File: src/rtl/countdown_pkg.sv
// countdown_pkg: shared state, symbol and segment definitions for the countdown display
package countdown_pkg;
  typedef enum logic [1:0] {IDLE, COUNT, GO} state_t;
  localparam logic [2:0] SYM_0     = 3'd0;
  localparam logic [2:0] SYM_1     = 3'd1;
  localparam logic [2:0] SYM_2     = 3'd2;
  localparam logic [2:0] SYM_3     = 3'd3;
  localparam logic [2:0] SYM_DASH  = 3'd4;
  localparam logic [2:0] SYM_G     = 3'd5;
  localparam logic [2:0] SYM_BLANK = 3'd6;
  localparam logic [6:0] SEG_0     = 7'h40;
  localparam logic [6:0] SEG_1     = 7'h79;
  localparam logic [6:0] SEG_2     = 7'h24;
  localparam logic [6:0] SEG_3     = 7'h30;
  localparam logic [6:0] SEG_DASH  = 7'h3F;
  localparam logic [6:0] SEG_G     = 7'h42;
  localparam logic [6:0] SEG_BLANK = 7'h7F;
endpackage

File: src/rtl/seg7_encode.sv
// seg7_encode: symbol to active-low {g,f,e,d,c,b,a} pattern; unknown symbols go blank
module seg7_encode
  import countdown_pkg::*;
(
  input  logic [2:0] sym,
  output logic [6:0] seg
);
  assign seg = sym == SYM_0    ? SEG_0 :
               sym == SYM_1    ? SEG_1 :
               sym == SYM_2    ? SEG_2 :
               sym == SYM_3    ? SEG_3 :
               sym == SYM_DASH ? SEG_DASH :
               sym == SYM_G    ? SEG_G : SEG_BLANK;
endmodule

File: src/rtl/countdown_display.sv
// countdown_display: drives the 4-digit display from the countdown sequencer and pulses on GO entry
module countdown_display
  import countdown_pkg::*;
#(
  parameter int HOLD_TICKS = 400
) (
  input  logic       clk,
  input  logic       rst,
  input  logic       scan_tick,
  input  logic [1:0] anode,
  input  logic       countdown_in_action,
  input  logic       countdown_done,
  output logic [3:0] an,
  output logic [6:0] seg,
  output logic       dp,
  output logic       go_pulse,
  output logic       display_busy
);
  localparam int HW = HOLD_TICKS > 1 ? $clog2(HOLD_TICKS) : 1;
  localparam logic [HW-1:0] HOLD_LOAD = HW'(HOLD_TICKS - 1);
  state_t          r_state, w_next;
  logic            r_done_q;
  logic [1:0]      r_dig;
  logic [HW-1:0]   r_hold, w_hold_nx;
  logic            w_edge;
  logic [2:0]      w_sym;
  logic [6:0]      w_seg;
  logic [3:0]      r_an;
  logic [6:0]      r_seg;
  logic            r_go, r_busy;
  assign w_edge = countdown_done & ~r_done_q;
  always_ff @(posedge clk) begin
    if (rst) begin
      r_state  <= IDLE;
      r_done_q <= 1'b0;
      r_dig    <= 2'd0;
      r_hold   <= '0;
    end else begin
      r_state  <= w_next;
      r_done_q <= countdown_done;
      r_dig    <= r_dig + {1'b0, scan_tick};
      r_hold   <= w_hold_nx;
    end
  end
  // A done edge outranks everything, including a scan_tick that would otherwise decrement the hold
  always_comb begin
    w_next    = r_state;
    w_hold_nx = r_hold;
    if (w_edge) begin
      w_next    = GO;
      w_hold_nx = HOLD_LOAD;
    end else if (countdown_in_action && r_state != COUNT) begin
      w_next = COUNT;
    end else if (r_state == COUNT && !countdown_in_action) begin
      w_next = IDLE;
    end else if (r_state == GO && scan_tick) begin
      if (r_hold == '0) w_next = IDLE;
      else w_hold_nx = r_hold - 1'b1;
    end
  end
  always_comb begin
    w_sym = r_state == COUNT ? (r_dig == 2'd0 ? {1'b0, 2'd3 - anode} :
                                r_dig <= anode ? SYM_DASH : SYM_BLANK) :
            r_state == GO    ? (r_dig == 2'd0 ? SYM_0 :
                                r_dig == 2'd1 ? SYM_G : SYM_BLANK) : SYM_BLANK;
  end
  seg7_encode u_enc (.sym(w_sym), .seg(w_seg));
  always_ff @(posedge clk) begin
    if (rst) begin
      r_an   <= 4'b1111;
      r_seg  <= SEG_BLANK;
      r_go   <= 1'b0;
      r_busy <= 1'b0;
    end else begin
      r_an   <= ~(4'b0001 << r_dig);
      r_seg  <= w_seg;
      r_go   <= w_edge;
      r_busy <= w_next != IDLE;
    end
  end
  assign an           = r_an;
  assign seg          = r_seg;
  assign dp           = 1'b1;
  assign go_pulse     = r_go;
  assign display_busy = r_busy;
endmodule
File: config.mk
export PLATFORM = sky130hd
export DESIGN_NAME = countdown_display
export DESIGN_NICKNAME = d
export VERILOG_FILES = /design/src/rtl/countdown_pkg.sv /design/src/rtl/seg7_encode.sv /design/src/rtl/countdown_display.sv
export SDC_FILE = /design/constraint.sdc
export NUM_CORES = 1
export LEC_CHECK = 0
export CAP_MARGIN = 10
export CORE_MARGIN = 4
export CORE_UTILIZATION = 46
export CTS_CLUSTER_DIAMETER = 50
export CTS_CLUSTER_SIZE = 24
export DETAILED_ROUTE_END_ITERATION = 12
export PLACE_DENSITY = 0.74
export SYNTH_ARGS = -nofsm -noshare
export SYNTH_HDL_FRONTEND = slang
export SYNTH_HIERARCHICAL = 1
export SYNTH_SLANG_ARGS = --single-unit
export TNS_END_PERCENT = 30
File: constraint.sdc
create_clock -name clk -period 2.2 [get_ports clk]
set_clock_uncertainty 0.05 [all_clocks]
set_input_delay 0.55 -clock clk [delete_from_list [all_inputs] [get_ports clk]]
set_output_delay 0.55 -clock clk [all_outputs]
set_load 0.02 [all_outputs]
# Word-level counts from Yosys, hierarchy flattened
# Cells that the tools add are included.
# classes
add_sub_neg	3
n_mul	0
n_div	0
magnitude_cmp	1
n_eq_ne	12
n_shift	1
mux	22
bitwise	6
n_reduce_logical	13
# op_table
op	count
9-bit 2-to-1 mux	5
7-bit 2-to-1 mux	3
6-bit 2-to-1 mux	3
2-bit 2-to-1 mux	7
3-bit 2-to-1 mux	4
9-bit zero test	1
9-bit by 1-bit subtractor with 9-bit output (second input constant)	1
4-bit AND reduction	2
3-bit by 2-bit == test with 1-bit output (second input constant)	2
3-bit == test (second input constant)	2
2-bit inequality test (second input constant)	3
2-bit by 1-bit == test with 1-bit output (second input constant)	2
1-bit NOT	4
4-bit NOT	1
2-bit nonzero test	2
1-bit by 2-bit << shifter with 4-bit output (first input constant)	1
3-bit by 1-bit == test with 1-bit output (second input constant)	1
1-bit logical AND	3
3-bit zero test	1
3-bit OR reduction	1
2-bit by 1-bit adder with 2-bit output	1
2-bit == test (second input constant)	1
2-bit <= comparator	1
2-bit zero test	1
other kinds (5)	5
# word_totals
reg_bits	27
latch_bits	0
mem_bits_rw	0
rom_bits	0
input_bits	7
out_inout_bits	14
elab_cells	68
n_memories	0

# Depth between registers and ports, before layout
# logic_depth
ltp_word	12
ltp_mapped	10
depth_no_buf	9

# Hierarchy
# Netlist, hierarchy kept.
# modules_own_cells
mod	n_inst	cells_each	area_each_um2	seq_area_each_um2
countdown_display	1	119	1143.6	540.5
seg7_encode	1	12	90.1	0.0

# Worst setup path before layout
# Ideal clock, no wire load.
# synth_path
path_type	input port to flip-flop
start	input port anode[1]
end	register r_seg[4], in the netlist seg[4]
setup_time_ps	123
t_arrival_ps	2040
required_ps	2027
path_slack_ps	-14
stages	8
n_path_buf	0
cell_sequence	inv_1 ha_1 a21oi_1 a21oi_1 o32a_1 nand2b_1 mux2_4 or2_2
# synth_via
elab_chain_cells	11
elab_cells_between_ends	17
classes_between	add/sub: 1; order compare: 1; eq/ne: 5; mux: 9; reduce/logical: 1
# synth_rtl
item	line	text
start, declared	countdown_display.sv:10	input logic [1:0] anode,
2-bit <= comparator	countdown_display.sv:63	r_dig <= anode ? SYM_DASH : SYM_BLANK) :
2-bit 2-to-1 mux	countdown_display.sv:63	
3-bit 2-to-1 mux * (2 in series)	countdown_display.sv:62	w_sym = r_state == COUNT ? (r_dig == 2'd0 ? {1'b0, 2'd3 - anode} :
net w_sym[1]	countdown_display.sv:26	logic [2:0] w_sym;
3-bit == test	seg7_encode.sv:13	sym == SYM_G ? SEG_G : SEG_BLANK;
6-bit 2-to-1 mux	seg7_encode.sv:13	
7-bit 2-to-1 mux	seg7_encode.sv:12	sym == SYM_DASH ? SEG_DASH :
7-bit 2-to-1 mux	seg7_encode.sv:11	sym == SYM_3 ? SEG_3 :
7-bit 2-to-1 mux	seg7_encode.sv:10	sym == SYM_2 ? SEG_2 :
6-bit 2-to-1 mux	seg7_encode.sv:9	sym == SYM_1 ? SEG_1 :
6-bit 2-to-1 mux *	seg7_encode.sv:8	assign seg = sym == SYM_0 ? SEG_0 :
net w_seg[4]	countdown_display.sv:27	logic [6:0] w_seg;
end signal, assigned	countdown_display.sv:76	r_seg <= w_seg;
end, declared	countdown_display.sv:29	logic [6:0] r_seg;
# Mark *: on every way through the listed nets, which the timed path passes. The rest lies on a longest branch.
# A chain may end at the register's enable or synchronous reset.

# Worst setup path in the final report
# Same ends and word-level chain as after synthesis.

==> results.py <==
metrics = {
    "global_routing": {
        "grt_util_all_layers": 0.139,
        "grt_antenna_before_repair": 0,
        "globalRouteOverflowTotal": 0,
        "maximum_number_of_pins_on_one_net_before_global_route_repair": 16,
        "grt_pass1_wl_mm": 3.78,
        "number_of_global_route_vias_before_repair": 927,
    },
    "worst_hold_path": {
        "min_delay_startpoint": "r_done_q$_SDFF_PP0_",
        "hold_crit_endpoint": "go_pulse$_SDFF_PP0_",
        "hold_depth": 1,
        "worst_hold_path_type": "reg -> reg",
    },
    "clock_tree": {
        "cts.path.max_buffers": 2,
        "cts.root.buffer_cell": "clkbuf_4",
        "tritoncts_num_sinks": 27,
        "worst_skew_pair_latency_ps": 310,
        "cts_inserted_buffers": 3,
        "h_tree_level_count": 1,
        "cts_tree": "yes",
        "cts.reportedPaths.clkPinSlew_ps": 130,
        "cts.hold.buffers_added": 0,
    },
    "sta": {
        "setup_viol": 0,
        "achievable_freq_mhz": 470,
        "fin_hold_ws_ps": 396,
        "min_period_over_period": 0.967,
        "setup-tns-final_ps": 0,
        "max_slew_margin": 0.428,
        "post-route-min-period_ps": 2130,
        "grt_setup_unrepaired": "no",
        "slew_at_the_pin_closest_to_its_max_slew_limit_ps": 850,
        "timing_max_transition_violations_final": 0,
        "timing.final.hold_violations": 0,
    },
    "floorplanning": {
        "design.die.area_um2": 3570,
        "design.portCount": 21,
        "start_util": 0.489,
        "die-width_um": 59.8,
        "core_um2": 2520,
        "chip_height_um": 59.8,
        "rows": 18,
    },
    "cells_and_area": {
        "final-instance-count-excl-fill": 187,
        "antennaDiodeCount": 0,
        "finalNetCount": 170,
        "number_of_inserted_filler_cells_in_the_final_layout": 242,
        "drive_gt1_frac": 0.191,
        "syn2layout_area_growth_pct": 24.5,
    },
    "synth": {
        "ys_seq_elements": 27,
        "yosys_most_used_dff": "dfxtp_1",
        "synth.cell_area_um2": 1230,
        "synthMuxAreaShare": 0.0365,
        "synth_warn": 6,
        "synth_enable_flop_cells": 0,
        "adder_cell_fraction_of_synth_area": 0.0598,
        "syn_avg_cell_area_um2": 9.42,
        "synth_simple_gate_area_frac": 0.260,
        "synth_compound_area_frac": 0.102,
        "netlist_instances": 131,
        "synth_cell_type_count": 40,
        "synth_top_family_by_area": "simple AND/OR/NAND/NOR gates",
        "async_reset_ff_frac": 0,
        "post_synthesis_net_count": 143,
        "synth_xor_xnor_area_share": 0.0497,
        "synth_sequential_area_ratio": 0.438,
    },
    "route": {
        "antenna_violating_nets_post_route": 0,
        "num_vias": 970,
        "drt_first_pass_iters": 4,
        "routed_via_density": 5.19,
        "drc": 0,
        "wl_mm": 2.20,
        "drt_first_iter_violations": 15,
        "detail_route.wl_per_cell_um": 11.8,
    },
    "worst_setup_path": {
        "critPathMostFrequentCell": "a21oi_1",
        "setup.worst_path.class": "in -> reg",
        "cp.required_ps": 2370,
        "timing.critical_path.from_type": "primary input",
        "worst_r2r_path_depth": 7,
        "worst-endpoint-arrival_ps": 2290,
        "element_type_at_the_critical_path_end": "flop",
        "worst_path_max_delay_cell": "o32a_1",
        "timing.reg2reg.setup_slack_ps": 210,
        "worstPathCellList": "dlygate4sd2_1 > inv_1 > ha_1 > a21oi_1 > a21oi_1 > o32a_1 > nand2b_4 > mux2_4 > or2_2",
        "critical_path.reg2reg.startpoint": "r_dig[1]$_SDFF_PP0_",
        "worst-path-max-fanout": 4,
        "rr_endpoint": "seg[4]$_SDFF_PP1_",
        "cp.buffers_inverters": 2,
        "worst_path_largest_cell_delay_ps": 340,
        "worst_path_dominant_cell_family": "compound AO/OA/AOI/OAI gates",
    },
    "run": {
        "timing.max_cap.violations": 0,
    },
    "power": {
        "total_power_draw_uw": 976,
        "leakage_uw": 0.000625,
        "peakVddDrop_mv": 0.367,
        "power-per-cell-area_nw_per_um2": 635,
    },
    "placed_design": {
        "numPlacedInstances": 182,
        "buffer_ports.inserted": 19,
        "dp.final_hpwl_mm": 1.75,
        "routabilityCongestion": 0.823,
    },
    "run_status": {
        "run_status": "finished clean",
    },
}
-- cell usage in the layout, fill, tap and decap left out, types with 2 or more instances in the layout --
cell type        count
mux2i_1              3
xor2_1               3
a31oi_1              3
nor2b_1              6
inv_1                6
nand4_1              2
nor2_1              10
clkbuf_4             3
xnor2_1              4
nand2_1              2
o21ai_0              2
clkdlybuf4s50_1     17
buf_4               11
or2_2                7
ha_1                 5
nand3b_1             3
nor3_1               3
a21oi_1              9
or3_1                4
dlygate4sd2_1        2
dfxtp_1             27
nand2b_1             5
-- flip-flops by register name (all words and copies together), names as in the netlist --
register,count
r_state,2
seg,7
go_pulse,1
display_busy,1
r_dig,2
r_done_q,1
r_hold,9
an,4
-- worst max-delay path by stage --
stage | from | endpoint | cells after the start
floorplan | anode[1] | seg[4]$_SDFF_PP1_ | 8
detailed placement | anode[1] | seg[4]$_SDFF_PP1_ | 9
global placement | anode[1] | seg[4]$_SDFF_PP1_ | 9
global route | anode[1] | seg[4]$_SDFF_PP1_ | 9
finish | anode[1] | seg[4]$_SDFF_PP1_ | 9
CTS | anode[1] | seg[4]$_SDFF_PP1_ | 9
-- cell families after synthesis --
| logic type | count (synthesis) |
|---|---|
| compound gates | 20 |
| flops | 27 |
| xor+xnor | 7 |
| simple gates | 52 |
| other cells | 1 |
| buf+inv | 14 |
| mux | 4 |
| fa+ha+maj | 6 |
-- synthesized netlist by cell type (2+ instances only) --
cell type  count  area share
a21oi_1        9       0.037
a31oi_1        3       0.015
buf_4          2       0.012
clkbuf_1       4       0.012
dfxtp_1       27        0.44
ha_1           5       0.051
inv_1          6       0.018
mux2i_1        3       0.024
nand2_1        2      0.0061
nand2b_1       6       0.030
nand3b_1       3       0.018
nand4_1        2       0.010
nor2_1        10       0.030
nor2b_1        6       0.030
nor3_1         3       0.012
o21ai_0        2      0.0081
or2_2          7       0.035
or3_1          4       0.020
xnor2_1        4       0.028
xor2_1         3       0.021
-- what timing repair did --
action | in CTS | in global routing
gates cloned | 0 | 0
buffers inserted | 1 | 0
pin swaps | 3 | 2
resized for setup | 2 | 0
setup endpoints to repair | 5 | 2
-- metrics by stage --
step | util | worst slack [ps] | area [µm²]
after floorplan | - | 10.2 | 1240
after global placement | 0.596 | -520 | 1500
after detailed placement | 0.596 | -564 | 1500
after CTS | 0.609 | 5.82 | 1540
after global routing | 0.609 | 8.98 | 1540
final | 0.609 | 71.7 | 1540
-- power breakdown --
part	internal [µW]	switching (µW)	leakage [µW]
registers	522	21.3	0.000223
logic	119	108	0.000385
clock network	67.9	136	0.0000177
-- area by class of cell --
type,instances,area [µm²],area share
sequential,27,541,0.352
inverter,6,22.5,0.0147
multi-input combinational,90,638,0.415
clock inverter,1,5.00,0.00326
timing repair buffer,30,270,0.176
tap,30,37.5,0.0244
clock buffer,3,22.5,0.0147
-- per-layer routing --
metal  up-vias  wire, µm  track usage
li1        500         -            -
met1       448       869        0.136
met2        18      1200        0.275
met3         4       104       0.0281
met4         0        29       0.0570
met5         -         0            0
-- worst register-to-register path, delay by kind of cell, from the launching register on --
kind | cells | cell delay (ps)
and+or+nand+nor | 2 | 420
AOI/OAI and AO/OA | 3 | 520
muxes | 1 | 250
adders and majority gates | 1 | 310
DFF | 1 | 350
Power figures use the tool's default switching activity.
